$ cat src/rtl/ysyx_22050612_lsu_pkg.sv
// Shared types and helpers for the load/store unit.
//   size_t  : access size encoding carried on req_size (B/H/W/D)
//   state_t : LSU sequencing states
//   is_split: true when an access starting at byte offset `off` runs past
//             the end of its 8-byte bus word
package ysyx_22050612_lsu_pkg;

  localparam int unsigned BUS_BYTES = 8;

  typedef enum logic [1:0] {SZ_B, SZ_H, SZ_W, SZ_D} size_t;

  typedef enum logic [1:0] {IDLE, BEAT0, BEAT1, RESP} state_t;

  function automatic logic is_split(input logic [2:0] off, input size_t size);
    logic [3:0] end_byte;
    end_byte = {1'b0, off} + (4'd1 << size);
    return end_byte > 4'(BUS_BYTES);
  endfunction

endpackage

$ cat src/rtl/ysyx_22050612_lsu_if.sv
// Bundle of all LSU handshake/bus signals.
//   req_*  : EXU -> LSU memory op (valid/ready)
//   resp_* : LSU -> writeback completion (valid/ready)
//   mem_*  : LSU -> 8-byte-aligned data bus (valid/ready, rdata same cycle)
// Modports:
//   master : the LSU's view (drives req_ready, resp_*, mem_* requests)
//   slave  : the environment's view (EXU, writeback and memory together)
interface ysyx_22050612_lsu_if #(
  parameter int XLEN = 64,
  parameter int RD_W = 5
);
  logic            req_valid;
  logic            req_ready;
  logic            req_wen;
  logic [XLEN-1:0] req_addr;
  logic [XLEN-1:0] req_wdata;
  logic [1:0]      req_size;
  logic            req_signed;
  logic [RD_W-1:0] req_rd;

  logic            resp_valid;
  logic            resp_ready;
  logic [XLEN-1:0] resp_rdata;
  logic [RD_W-1:0] resp_rd;
  logic            resp_wen;

  logic            mem_valid;
  logic            mem_ready;
  logic [XLEN-1:0] mem_addr;
  logic            mem_wen;
  logic [XLEN-1:0] mem_wdata;
  logic [7:0]      mem_wmask;
  logic [XLEN-1:0] mem_rdata;

  modport master (
    input  req_valid, req_wen, req_addr, req_wdata, req_size, req_signed, req_rd,
    output req_ready,
    output resp_valid, resp_rdata, resp_rd, resp_wen,
    input  resp_ready,
    output mem_valid, mem_addr, mem_wen, mem_wdata, mem_wmask,
    input  mem_ready, mem_rdata
  );

  modport slave (
    output req_valid, req_wen, req_addr, req_wdata, req_size, req_signed, req_rd,
    input  req_ready,
    input  resp_valid, resp_rdata, resp_rd, resp_wen,
    output resp_ready,
    input  mem_valid, mem_addr, mem_wen, mem_wdata, mem_wmask,
    output mem_ready, mem_rdata
  );

endinterface

$ cat src/rtl/ysyx_22050612_lsu_align.sv
// Combinational lane alignment for the LSU.
//   size, off, sgn : access size, byte offset within the 8-byte word, sign flag
//   wdata          : right-justified store data
//   st_data        : store data shifted into a 16-byte (two-beat) window
//   st_mask        : byte-enable mask over the same 16-byte window
//   rdata0/rdata1  : bus words of beat 0 and beat 1 (rdata1 = 0 if unsplit)
//   ld_data        : load result, shifted down, truncated and extended
module ysyx_22050612_lsu_align
  import ysyx_22050612_lsu_pkg::*;
#(
  parameter int XLEN = 64
) (
  input  size_t                  size,
  input  logic [2:0]             off,
  input  logic                   sgn,
  input  logic [XLEN-1:0]        wdata,
  output logic [2*XLEN-1:0]      st_data,
  output logic [2*BUS_BYTES-1:0] st_mask,
  input  logic [XLEN-1:0]        rdata0,
  input  logic [XLEN-1:0]        rdata1,
  output logic [XLEN-1:0]        ld_data
);

  logic [5:0]           shamt;
  logic [BUS_BYTES-1:0] byte_mask;
  logic [XLEN-1:0]      ld_raw;

  always_comb begin
    shamt = {off, 3'b000};

    case (size)
      SZ_B:    byte_mask = 8'h01;
      SZ_H:    byte_mask = 8'h03;
      SZ_W:    byte_mask = 8'h0F;
      default: byte_mask = 8'hFF;
    endcase

    st_data = {{XLEN{1'b0}}, wdata} << shamt;
    st_mask = {{BUS_BYTES{1'b0}}, byte_mask} << off;

    // Both beats are concatenated so one shift handles split and unsplit loads.
    ld_raw = XLEN'({rdata1, rdata0} >> shamt);

    case (size)
      SZ_B:    ld_data = {{(XLEN-8){sgn & ld_raw[7]}},   ld_raw[7:0]};
      SZ_H:    ld_data = {{(XLEN-16){sgn & ld_raw[15]}}, ld_raw[15:0]};
      SZ_W:    ld_data = {{(XLEN-32){sgn & ld_raw[31]}}, ld_raw[31:0]};
      default: ld_data = ld_raw;
    endcase
  end

endmodule

$ cat src/rtl/ysyx_22050612_lsu.sv
// Multi-cycle load/store unit downstream of the EXU.
//   clk, rst_n : clock (rising edge), asynchronous active-low reset
//   bus        : req_* from EXU, resp_* to writeback, mem_* to the data bus
// One op in flight: IDLE -> BEAT0 -> [BEAT1] -> RESP -> IDLE. Accesses that
// cross an 8-byte boundary take a second bus beat. All outputs are registered.
module ysyx_22050612_lsu
  import ysyx_22050612_lsu_pkg::*;
#(
  parameter int XLEN = 64,
  parameter int RD_W = 5
) (
  input  logic                       clk,
  input  logic                       rst_n,
  ysyx_22050612_lsu_if.master        bus
);

  state_t               state_q, state_d;
  logic                 wen_q, wen_d;
  logic [2:0]           off_q, off_d;
  size_t                size_q, size_d;
  logic                 sgn_q, sgn_d;
  logic [RD_W-1:0]      rd_q, rd_d;
  logic                 split_q, split_d;
  logic [XLEN-1:0]      wdata_hi_q, wdata_hi_d;
  logic [BUS_BYTES-1:0] wmask_hi_q, wmask_hi_d;
  logic [XLEN-1:0]      rdata0_q, rdata0_d;

  logic                 req_ready_q, req_ready_d;
  logic                 resp_valid_q, resp_valid_d;
  logic [XLEN-1:0]      resp_rdata_q, resp_rdata_d;
  logic [RD_W-1:0]      resp_rd_q, resp_rd_d;
  logic                 resp_wen_q, resp_wen_d;
  logic                 mem_valid_q, mem_valid_d;
  logic [XLEN-1:0]      mem_addr_q, mem_addr_d;
  logic                 mem_wen_q, mem_wen_d;
  logic [XLEN-1:0]      mem_wdata_q, mem_wdata_d;
  logic [BUS_BYTES-1:0] mem_wmask_q, mem_wmask_d;

  size_t                  al_size;
  logic [2:0]             al_off;
  logic                   al_sgn;
  logic [XLEN-1:0]        al_rdata0;
  logic [XLEN-1:0]        al_rdata1;
  logic [2*XLEN-1:0]      st_data;
  logic [2*BUS_BYTES-1:0] st_mask;
  logic [XLEN-1:0]        ld_data;
  logic                   last_beat;

  // Shared aligner: fed from the live request in IDLE (store lanes are
  // computed at accept time), from the captured op afterwards (load merge).
  ysyx_22050612_lsu_align #(
    .XLEN (XLEN)
  ) u_align (
    .size    (al_size),
    .off     (al_off),
    .sgn     (al_sgn),
    .wdata   (bus.req_wdata),
    .st_data (st_data),
    .st_mask (st_mask),
    .rdata0  (al_rdata0),
    .rdata1  (al_rdata1),
    .ld_data (ld_data)
  );

  always_comb begin
    state_d      = state_q;
    wen_d        = wen_q;
    off_d        = off_q;
    size_d       = size_q;
    sgn_d        = sgn_q;
    rd_d         = rd_q;
    split_d      = split_q;
    wdata_hi_d   = wdata_hi_q;
    wmask_hi_d   = wmask_hi_q;
    rdata0_d     = rdata0_q;
    req_ready_d  = req_ready_q;
    resp_valid_d = resp_valid_q;
    resp_rdata_d = resp_rdata_q;
    resp_rd_d    = resp_rd_q;
    resp_wen_d   = resp_wen_q;
    mem_valid_d  = mem_valid_q;
    mem_addr_d   = mem_addr_q;
    mem_wen_d    = mem_wen_q;
    mem_wdata_d  = mem_wdata_q;
    mem_wmask_d  = mem_wmask_q;
    last_beat    = 1'b0;

    if (state_q == IDLE) begin
      al_size = size_t'(bus.req_size);
      al_off  = bus.req_addr[2:0];
      al_sgn  = bus.req_signed;
    end else begin
      al_size = size_q;
      al_off  = off_q;
      al_sgn  = sgn_q;
    end
    al_rdata0 = (state_q == BEAT1) ? rdata0_q : bus.mem_rdata;
    al_rdata1 = (state_q == BEAT1) ? bus.mem_rdata : '0;

    case (state_q)
      IDLE: begin
        if (bus.req_valid && req_ready_q) begin
          state_d     = BEAT0;
          wen_d       = bus.req_wen;
          off_d       = bus.req_addr[2:0];
          size_d      = size_t'(bus.req_size);
          sgn_d       = bus.req_signed;
          rd_d        = bus.req_rd;
          split_d     = is_split(bus.req_addr[2:0], size_t'(bus.req_size));
          req_ready_d = 1'b0;
          mem_valid_d = 1'b1;
          mem_addr_d  = {bus.req_addr[XLEN-1:3], 3'b000};
          mem_wen_d   = bus.req_wen;
          if (bus.req_wen) begin
            mem_wdata_d = st_data[XLEN-1:0];
            mem_wmask_d = st_mask[BUS_BYTES-1:0];
            wdata_hi_d  = st_data[2*XLEN-1:XLEN];
            wmask_hi_d  = st_mask[2*BUS_BYTES-1:BUS_BYTES];
          end else begin
            mem_wdata_d = '0;
            mem_wmask_d = '0;
            wdata_hi_d  = '0;
            wmask_hi_d  = '0;
          end
        end
      end
      BEAT0: begin
        if (bus.mem_ready) begin
          if (split_q) begin
            state_d     = BEAT1;
            rdata0_d    = bus.mem_rdata;
            mem_addr_d  = mem_addr_q + XLEN'(BUS_BYTES);
            mem_wdata_d = wdata_hi_q;
            mem_wmask_d = wmask_hi_q;
          end else begin
            last_beat = 1'b1;
          end
        end
      end
      BEAT1: begin
        if (bus.mem_ready) last_beat = 1'b1;
      end
      RESP: begin
        if (bus.resp_ready) begin
          state_d      = IDLE;
          resp_valid_d = 1'b0;
          req_ready_d  = 1'b1;
        end
      end
      default: state_d = IDLE;
    endcase

    if (last_beat) begin
      state_d      = RESP;
      mem_valid_d  = 1'b0;
      resp_valid_d = 1'b1;
      resp_rdata_d = wen_q ? '0 : ld_data;
      resp_rd_d    = rd_q;
      resp_wen_d   = !wen_q && (rd_q != '0);
    end
  end

  always_ff @(posedge clk or negedge rst_n) begin
    if (!rst_n) begin
      state_q      <= IDLE;
      wen_q        <= 1'b0;
      off_q        <= '0;
      size_q       <= SZ_B;
      sgn_q        <= 1'b0;
      rd_q         <= '0;
      split_q      <= 1'b0;
      wdata_hi_q   <= '0;
      wmask_hi_q   <= '0;
      rdata0_q     <= '0;
      req_ready_q  <= 1'b1;
      resp_valid_q <= 1'b0;
      resp_rdata_q <= '0;
      resp_rd_q    <= '0;
      resp_wen_q   <= 1'b0;
      mem_valid_q  <= 1'b0;
      mem_addr_q   <= '0;
      mem_wen_q    <= 1'b0;
      mem_wdata_q  <= '0;
      mem_wmask_q  <= '0;
    end else begin
      state_q      <= state_d;
      wen_q        <= wen_d;
      off_q        <= off_d;
      size_q       <= size_d;
      sgn_q        <= sgn_d;
      rd_q         <= rd_d;
      split_q      <= split_d;
      wdata_hi_q   <= wdata_hi_d;
      wmask_hi_q   <= wmask_hi_d;
      rdata0_q     <= rdata0_d;
      req_ready_q  <= req_ready_d;
      resp_valid_q <= resp_valid_d;
      resp_rdata_q <= resp_rdata_d;
      resp_rd_q    <= resp_rd_d;
      resp_wen_q   <= resp_wen_d;
      mem_valid_q  <= mem_valid_d;
      mem_addr_q   <= mem_addr_d;
      mem_wen_q    <= mem_wen_d;
      mem_wdata_q  <= mem_wdata_d;
      mem_wmask_q  <= mem_wmask_d;
    end
  end

  assign bus.req_ready  = req_ready_q;
  assign bus.resp_valid = resp_valid_q;
  assign bus.resp_rdata = resp_rdata_q;
  assign bus.resp_rd    = resp_rd_q;
  assign bus.resp_wen   = resp_wen_q;
  assign bus.mem_valid  = mem_valid_q;
  assign bus.mem_addr   = mem_addr_q;
  assign bus.mem_wen    = mem_wen_q;
  assign bus.mem_wdata  = mem_wdata_q;
  assign bus.mem_wmask  = mem_wmask_q;

endmodule

$ cat src/flat_wrapper.sv
// flat-port wrapper written by rule: the top's interface ports become plain ports
module ysyx_22050612_lsu_flat import ysyx_22050612_lsu_pkg::*;
#(
  parameter int XLEN = 64,
  parameter int RD_W = 5
)
  (clk, rst_n, bus_req_valid, bus_req_wen, bus_req_addr, bus_req_wdata, bus_req_size, bus_req_signed, bus_req_rd, bus_req_ready, bus_resp_valid, bus_resp_rdata, bus_resp_rd, bus_resp_wen, bus_resp_ready, bus_mem_valid, bus_mem_addr, bus_mem_wen, bus_mem_wdata, bus_mem_wmask, bus_mem_ready, bus_mem_rdata);
  ysyx_22050612_lsu_if #(.XLEN(XLEN), .RD_W(RD_W)) bus_i ();
  input  logic clk;
  input  logic rst_n;
  input wire logic [$bits(bus_i.req_valid)-1:0] bus_req_valid;
  input wire logic [$bits(bus_i.req_wen)-1:0] bus_req_wen;
  input wire logic [$bits(bus_i.req_addr)-1:0] bus_req_addr;
  input wire logic [$bits(bus_i.req_wdata)-1:0] bus_req_wdata;
  input wire logic [$bits(bus_i.req_size)-1:0] bus_req_size;
  input wire logic [$bits(bus_i.req_signed)-1:0] bus_req_signed;
  input wire logic [$bits(bus_i.req_rd)-1:0] bus_req_rd;
  output wire logic [$bits(bus_i.req_ready)-1:0] bus_req_ready;
  output wire logic [$bits(bus_i.resp_valid)-1:0] bus_resp_valid;
  output wire logic [$bits(bus_i.resp_rdata)-1:0] bus_resp_rdata;
  output wire logic [$bits(bus_i.resp_rd)-1:0] bus_resp_rd;
  output wire logic [$bits(bus_i.resp_wen)-1:0] bus_resp_wen;
  input wire logic [$bits(bus_i.resp_ready)-1:0] bus_resp_ready;
  output wire logic [$bits(bus_i.mem_valid)-1:0] bus_mem_valid;
  output wire logic [$bits(bus_i.mem_addr)-1:0] bus_mem_addr;
  output wire logic [$bits(bus_i.mem_wen)-1:0] bus_mem_wen;
  output wire logic [$bits(bus_i.mem_wdata)-1:0] bus_mem_wdata;
  output wire logic [$bits(bus_i.mem_wmask)-1:0] bus_mem_wmask;
  input wire logic [$bits(bus_i.mem_ready)-1:0] bus_mem_ready;
  input wire logic [$bits(bus_i.mem_rdata)-1:0] bus_mem_rdata;
  assign bus_i.req_valid = bus_req_valid;
  assign bus_i.req_wen = bus_req_wen;
  assign bus_i.req_addr = bus_req_addr;
  assign bus_i.req_wdata = bus_req_wdata;
  assign bus_i.req_size = bus_req_size;
  assign bus_i.req_signed = bus_req_signed;
  assign bus_i.req_rd = bus_req_rd;
  assign bus_req_ready = bus_i.req_ready;
  assign bus_resp_valid = bus_i.resp_valid;
  assign bus_resp_rdata = bus_i.resp_rdata;
  assign bus_resp_rd = bus_i.resp_rd;
  assign bus_resp_wen = bus_i.resp_wen;
  assign bus_i.resp_ready = bus_resp_ready;
  assign bus_mem_valid = bus_i.mem_valid;
  assign bus_mem_addr = bus_i.mem_addr;
  assign bus_mem_wen = bus_i.mem_wen;
  assign bus_mem_wdata = bus_i.mem_wdata;
  assign bus_mem_wmask = bus_i.mem_wmask;
  assign bus_i.mem_ready = bus_mem_ready;
  assign bus_i.mem_rdata = bus_mem_rdata;
  ysyx_22050612_lsu #(.XLEN(XLEN), .RD_W(RD_W)) u_core (.clk(clk), .rst_n(rst_n), .bus(bus_i));
endmodule
$ cat config.mk
export PLATFORM = sky130hd
export DESIGN_NAME = ysyx_22050612_lsu_flat
export DESIGN_NICKNAME = d
export VERILOG_FILES = /design/src/rtl/ysyx_22050612_lsu_pkg.sv /design/src/rtl/ysyx_22050612_lsu_if.sv /design/src/rtl/ysyx_22050612_lsu_align.sv /design/src/rtl/ysyx_22050612_lsu.sv /design/src/flat_wrapper.sv
export SDC_FILE = /design/constraint.sdc
export NUM_CORES = 1
export LEC_CHECK = 0
export BUFFER_PORTS_ARGS = -buffer_cell sky130_fd_sc_hd__buf_2
export CORE_AREA = 10 10 240 242
export CTS_BUF_LIST = sky130_fd_sc_hd__clkbuf_4 sky130_fd_sc_hd__clkbuf_8
export CTS_CLUSTER_DIAMETER = 40
export DETAILED_ROUTE_END_ITERATION = 16
export DIE_AREA = 0 0 250 252
export HOLD_SLACK_MARGIN = 0.02
export SYNTH_ARGS = -nofsm -noshare
export SYNTH_HDL_FRONTEND = slang
export SYNTH_SLANG_ARGS = --single-unit
$ cat constraint.sdc
create_clock -name clk -period 5 [get_ports clk]
set_input_delay 0.25 -clock clk [delete_from_list [all_inputs] [get_ports clk]]
set_output_delay 0.25 -clock clk [all_outputs]
set_load 0.05 [all_outputs]
==> results of run 1 <==
worst max-delay path by stage:
| stage | endpoint | start | slack, ns | depth (start not counted) |
|---|---|---|---|---|
| after detailed placement | u_core.bus.mem_wdata[25] | u_core.state_q[0] | 1.06 | 8 |
| after CTS | u_core.bus.mem_wdata[25] | u_core.state_q[0] | 1.07 | 8 |
| after floorplan | u_core.bus.mem_addr[63] | u_core.bus.mem_addr[3] | 2.28 | 9 |
| after global routing | u_core.bus.mem_wdata[25] | u_core.state_q[0] | 0.76 | 8 |
| final | u_core.bus.mem_wdata[25] | u_core.state_q[0] | 0.93 | 8 |
| after global placement | u_core.bus.mem_wdata[25] | u_core.state_q[0] | 1.18 | 8 |
power breakdown:
part / switching (mW) / internal, mW
clock: 1.43 / 2.23
sequential: 1.08 / 4.03
combinational: 8.66 / 3.87
total: 11.2 / 10.1
cell usage after synthesis (all sizes together) (6+ instances only):
master / number
o31ai: 10
nor4: 6
o221ai: 19
a22oi: 26
o21ai: 138
a211oi: 7
ha: 9
a221o: 17
dfrtp: 347
a21o: 7
nand2: 335
buf: 73
clkbuf: 104
nand3: 106
and2: 11
o22ai: 68
nand2b: 18
nor2b: 7
a22o: 30
a221oi: 47
inv: 21
and3: 26
nor2: 151
o211ai: 18
mux4: 19
a32o: 6
mux2i: 251
and4: 10
nor3: 13
a21oi: 132
mux2: 89
nand4: 22
a31oi: 13
a222oi: 8
logic make-up after synthesis:
| family | share of synthesized area [%] |
|---|---|
| flip-flops | 41.8 |
| AO/OA/AOI/OAI | 18.9 |
| buffers and inverters | 4.26 |
| multiplexers | 19.0 |
| other | 0.0180 |
| XOR/XNOR | 0.0840 |
| AND/OR/NAND/NOR | 15.3 |
| adder cells (fa/ha/maj) | 0.636 |
layout make-up:
cell class | instances | area share [%]
tap | 688 | 3.21
clock inverter | 26 | 1.40
timing repair buffer | 611 | 14.9
inverter | 21 | 0.294
sequential | 348 | 32.5
clock buffer | 110 | 5.22
antenna | 3 | 0.0280
multi-input combinational | 1676 | 42.5
sequential cells by signal (all words and copies together) (netlist names), 2 cells and up:
register               cells
u_core.bus.mem_wdata      64
u_core.bus.resp_rdata     64
u_core.wdata_hi_q         56
u_core.rd_q                5
u_core.bus.resp_rd         5
u_core.wmask_hi_q          7
u_core.size_q              2
u_core.bus.mem_wmask       8
u_core.rdata0_q           64
u_core.bus.mem_addr       61
u_core.state_q             2
u_core.off_q               3
timing repair:
action	CTS	global route
hold buffers	156	0
endpoints found under the hold margin	299	0
resized for setup	0	0
through the flow:
step | power [mW] | area, um^2 | setup WS, ns | hold slack (ns) | utilization (%)
floorplan | 13.8 | 20900 | 2.28 | -0.0456 | -
global placement | 17.3 | 23500 | 1.18 | 0.425 | 44.8
global route | 22.4 | 26800 | 0.758 | 0.0544 | 51.1
finish | 21.3 | 26800 | 0.931 | 0.0663 | 51.1
CTS | 21.2 | 26800 | 1.07 | 0.0285 | 51.1
detailed placement | 17.4 | 23500 | 1.06 | 0.416 | 44.8
critical path, stage by stage (launching register included):
cell and delay, ns:
dfrtp_1 0.43, inv_1 0.18, ha_1 0.57, mux2_8 0.54, buf_4 0.80, mux2i_1 0.69
mux2i_1 0.23, a221oi_1 0.34, nor2_1 0.07
metal layers:
metal  up-vias  part of all wire, %  routed length, um  track usage [%]
met5         -                0.024                 21                0
li1       9299                    -                  -                -
met1     10388                   39              34600             32.5
met2      1023                   49              43000             45.2
met3       241                  6.7               5890             5.09
met4         4                  5.5               4830             14.0
==> impl_metrics.csv, run 1 <==
group,metric,value,unit
outcome,status,"finished clean",
drt,wl_per_cell,25.4,um
placement,io_buffers,412,
power,leakage,12.5,nW
cells_and_area,final_nets,2949,
placement,gp_congestion,0.949,
timing,post-route-period-util,81.4,%
power,power_per_cell_area,794,nW/um^2
cells_and_area,stdcell_count,3483,
hold_path,min_from,"bus_req_wdata[53]",
yosys,yosysTopAreaCell,"dfrtp_1",
yosys,synth.avg_cell_area,9.39,um^2
setup_path,crit_arrival,4.63,ns
drt,wl,88400,um
power,ir_worst_vdd,0.501,mV
setup_path,path_class,"reg -> reg",
clock_network,numCtsBuffers,75,
yosys,synth-edff-count,0,
setup_path,reg2reg_from,"u_core.state_q[0]",
cells_and_area,drive_gt1_share,26.4,%
timing,worst_pin_slew,1.31,ns
floorplan,start_util,39.8,%
setup_path,cp-end-kind,"flop",
cells_and_area,syn_to_final_growth,28.7,%
yosys,synth_warnings,0,
yosys,yosys_most_used_dff,"dfrtp_1",
clock_network,clk_path_buf_depth,3,
drt,firstDrtPassIters,7,
cells_and_area,multi_input_area,11400,um^2
cells_and_area,layout_commonest_cell,"buf_2",
clock_network,post-cts-setup-buffers,0,
timing,post-route-min-period,4.07,ns
timing,fmaxAchievable,246,MHz
drt,vias,20955,
global_routing,globalRouteOverflowTotal,0,
hold_path,hold_end,"u_core.wdata_hi_q[45]",
global_routing,grt_max_degree,125,
setup_path,crit_required,5.56,ns
drt,via_per_inst,6.02,
yosys,async_flop_share,100,%
timing,setup_tns,0,ns
yosys,ys_seq_elements,348,
global_routing,track_usage,26.9,%
placement,dp_hpwl,62200,um
clock_network,clock-sinks,348,
timing,hold_viol,0,
clock_network,cts_tree,"done",
cells_and_area,final_cell_mix,"buf_2 (411), dfrtp_1 (347), nand2_1 (335)",
cells_and_area,seqCellArea,8710,um^2
yosys,yosysTopAreaCellShare,41.6,%
global_routing,grt_pass1_vias,21232,
global_routing,antenna_found_initial,5,
floorplan,fp.dieH,252,um
clock_network,clkLatencyLatePin,0.68,ns
drt,antenna_left,0,
yosys,synth_area,20800,um^2
clock_network,cts_root_buffer,"clkbuf_8",
floorplan,die_x,250,um
yosys,yosysSeqAreaShare,41.8,%
setup_path,reg2reg_to,"u_core.bus.mem_wdata[25]",
timing,skew,0.0412,ns
clock_network,clk_pin_slew,0.06,ns
flow_run,drv_cap,0,
floorplan,rows,84,
yosys,syn_inst,2220,
setup_path,worst-path-max-fanout,57,
drt,drt_iter0_markers,2115,
floorplan,io_pins,416,
timing,slew_headroom,12.6,%
yosys,synthTopCellsByArea,"dfrtp_1 (42%), mux2i_1 (12%), nand2_1 (6.0%)",
cells_and_area,fill_cells,4818,
setup_path,reg2regPathDepth,8,
timing,rsz0062_at_grt,"no",
hold_path,hp-class,"in -> reg",
clock_network,h-tree-depth,3,
placement,dp.cells,3188,
hold_path,hold_depth,3,
floorplan,coreArea,52400,um^2
floorplan,design.die.area,63000,um^2
timing,finalSetupViolCount,0,
drt,drc,0,
setup_path,r2r_slack,0.93,ns
setup_path,start_kind,"flop",
global_routing,grt_pass1_wl,133000,um
yosys,synth_cell_type_count,76,
timing,slew_violations,0,
No activity file was read; power rests on OpenSTA's default activity.
==> inputs of run 2 (changes only) <==
==> constraint.sdc (replaced) <==
create_clock -name clk -period 3.3 [get_ports clk]
set_input_delay 0.165 -clock clk [delete_from_list [all_inputs] [get_ports clk]]
set_output_delay 0.165 -clock clk [all_outputs]
set_load 0.05 [all_outputs]
==> impl_metrics.csv, run 2 (same netlist as run 1, synthesis figures left out) <==
group,metric,value,unit
placement,pre_cts_ws,0.0728,ns
power,p_seq_share,23.5,%
power,leakage,12.9,nW
clock_network,clk_pin_slew,0.06,ns
hold_path,hp-class,"in -> reg",
drt,firstDrtPassIters,8,
timing,worst_slack,0.131,ns
clock_network,clk_path_buf_depth,3,
global_routing,antenna_found_initial,4,
setup_path,start_kind,"flop",
drt,wl_per_cell,25.2,um
power,clkPwrFrac,17.5,%
floorplan,coreArea,52400,um^2
placement,dp_hpwl,62700,um
timing,post-route-min-period,3.17,ns
timing,post-route-period-util,96.0,%
global_routing,grt_max_degree,118,
setup_path,cp-startpoint,"u_core.state_q[0]",
cells_and_area,syn_to_final_growth,32.7,%
global_routing,track_usage,27.2,%
cells_and_area,stdcell_count,3566,
setup_path,cp-endpoint,"u_core.bus.resp_rdata[14]",
clock_network,post-cts-setup-buffers,0,
timing,setup_tns,0,ns
outcome,status,"finished clean",
timing,slew_violations,0,
power,power_per_cell_area,1190,nW/um^2
floorplan,fp.dieH,252,um
clock_network,cts_root_buffer,"clkbuf_8",
global_routing,grt_pass1_vias,21573,
cells_and_area,fill_cells,4854,
power,ir_worst_vdd,0.861,mV
setup_path,reg2reg_from,"u_core.state_q[0]",
timing,worst_pin_slew,1.24,ns
clock_network,h-tree-depth,3,
cells_and_area,final_cell_mix,"buf_2 (411), dfrtp_1 (347), nand2_1 (335)",
cells_and_area,final_util,52.8,%
placement,gp_congestion,0.933,
flow_run,drv_cap,0,
drt,antenna_left,0,
setup_path,worst-path-max-fanout,74,
setup_path,reg2regPathDepth,9,
power,internal-power,15.9,mW
clock_network,clock-sinks,348,
floorplan,start_util,39.8,%
cells_and_area,layout_commonest_cell,"buf_2",
power,p_total,33.1,mW
timing,slew_headroom,17.0,%
timing,skew,0.0416,ns
timing,finalSetupViolCount,0,
setup_path,crit_arrival,3.77,ns
clock_network,numCtsBuffers,79,
setup_path,crit_required,3.90,ns
cells_and_area,final_nets,3027,
drt,vias,21215,
setup_path,reg2reg_to,"u_core.bus.resp_rdata[14]",
setup_path,cp-end-kind,"flop",
setup_path,path_class,"reg -> reg",
placement,placed_area,23900,um^2
cells_and_area,drive_gt1_share,27.7,%
power,switching_share,51.9,%
setup_path,r2r_slack,0.13,ns
clock_network,clkLatencyLatePin,0.68,ns
drt,via_per_inst,5.95,
floorplan,rows,84,
placement,dp.cells,3235,
floorplan,design.die.area,63000,um^2
global_routing,grt_pass1_wl,135000,um
global_routing,globalRouteOverflowTotal,0,
floorplan,io_pins,416,
power,p_comb_share,59.0,%
drt,drt_iter0_markers,2121,
placement,io_buffers,412,
timing,holdWs,0.0661,ns
power,power.switching,17.1,mW
timing,hold_viol,0,
drt,wl,89700,um
hold_path,min_from,"bus_req_wdata[27]",
drt,drc,0,
floorplan,die_x,250,um
timing,fmaxAchievable,316,MHz
clock_network,cts_tree,"done",
timing,rsz0062_at_grt,"no",
cells_and_area,final_cell_area,27700,um^2
## run 2: cell count changes in the layout (fill, tap and decap cells not counted), sizes merged
cell         change
buf             +47
dlygate4sd3     +27
bufinv           +1
diode            +1
clkbuf           -5
clkinv          +11
clkinvlp         +1
## run 2: final cells by class
class / count / area (um^2) / share of cell area, %
Antenna cell: 4 / 10.0 / 0.0362
Sequential cell: 348 / 8710 / 31.5
Clock inverter: 39 / 465 / 1.68
Tap cell: 688 / 861 / 3.11
Multi-Input combinational cell: 1676 / 11400 / 41.2
Clock buffer: 105 / 1410 / 5.09
Inverter: 21 / 78.8 / 0.285
Timing Repair Buffer: 685 / 4730 / 17.1
## run 2: what timing repair did
item / CTS / global route
hold endpoints to repair: 480 / 0
gates resized for setup: 0 / 4
hold buffers: 183 / 0
setup endpoints to repair: 0 / 12
## run 2: critical path, stage by stage, from the launching register on
cell and delay [ns]:
dfrtp_1 0.44, inv_2 0.13, ha_2 0.24, buf_4 0.25, mux2i_4 0.30, buf_12 0.36, mux2i_1 0.55, o221ai_1 0.29
o21bai_1 0.31, a22o_1 0.18
## run 2: power groups by stage
stage               Combinational [mW]  Sequential (mW)  Clock [mW]
floorplan                         9.95             11.0           0
global placement                  18.9             7.69           0
detailed placement                19.1             7.78           0
CTS                               19.4             7.72        5.87
global route                      20.7             7.96        6.08
finish                            19.5             7.77        5.77
## run 2: metal layers
metal	global-route usage (%)	wire length, um	part of all wire (%)
met1	32.9	34800	39
met2	46.3	44500	50
met3	5.44	6380	7.1
met4	12.3	4020	4.5
met5	0	0	0
## run 2: how the worst min path moves through the flow
stage,endpoint,slack [ns],cells past startpoint
4_1_cts,u_core.bus.mem_wdata[33],0.02,5
6_report,u_core.bus.mem_wdata[35],0.07,5
3_5_place_dp,u_core.bus.resp_rdata[28],0.14,1
2_1_floorplan,u_core.bus.mem_addr[10],-0.13,0
5_1_grt,u_core.bus.mem_wdata[32],0.08,5
3_3_place_gp,u_core.bus.resp_rdata[21],0.13,1
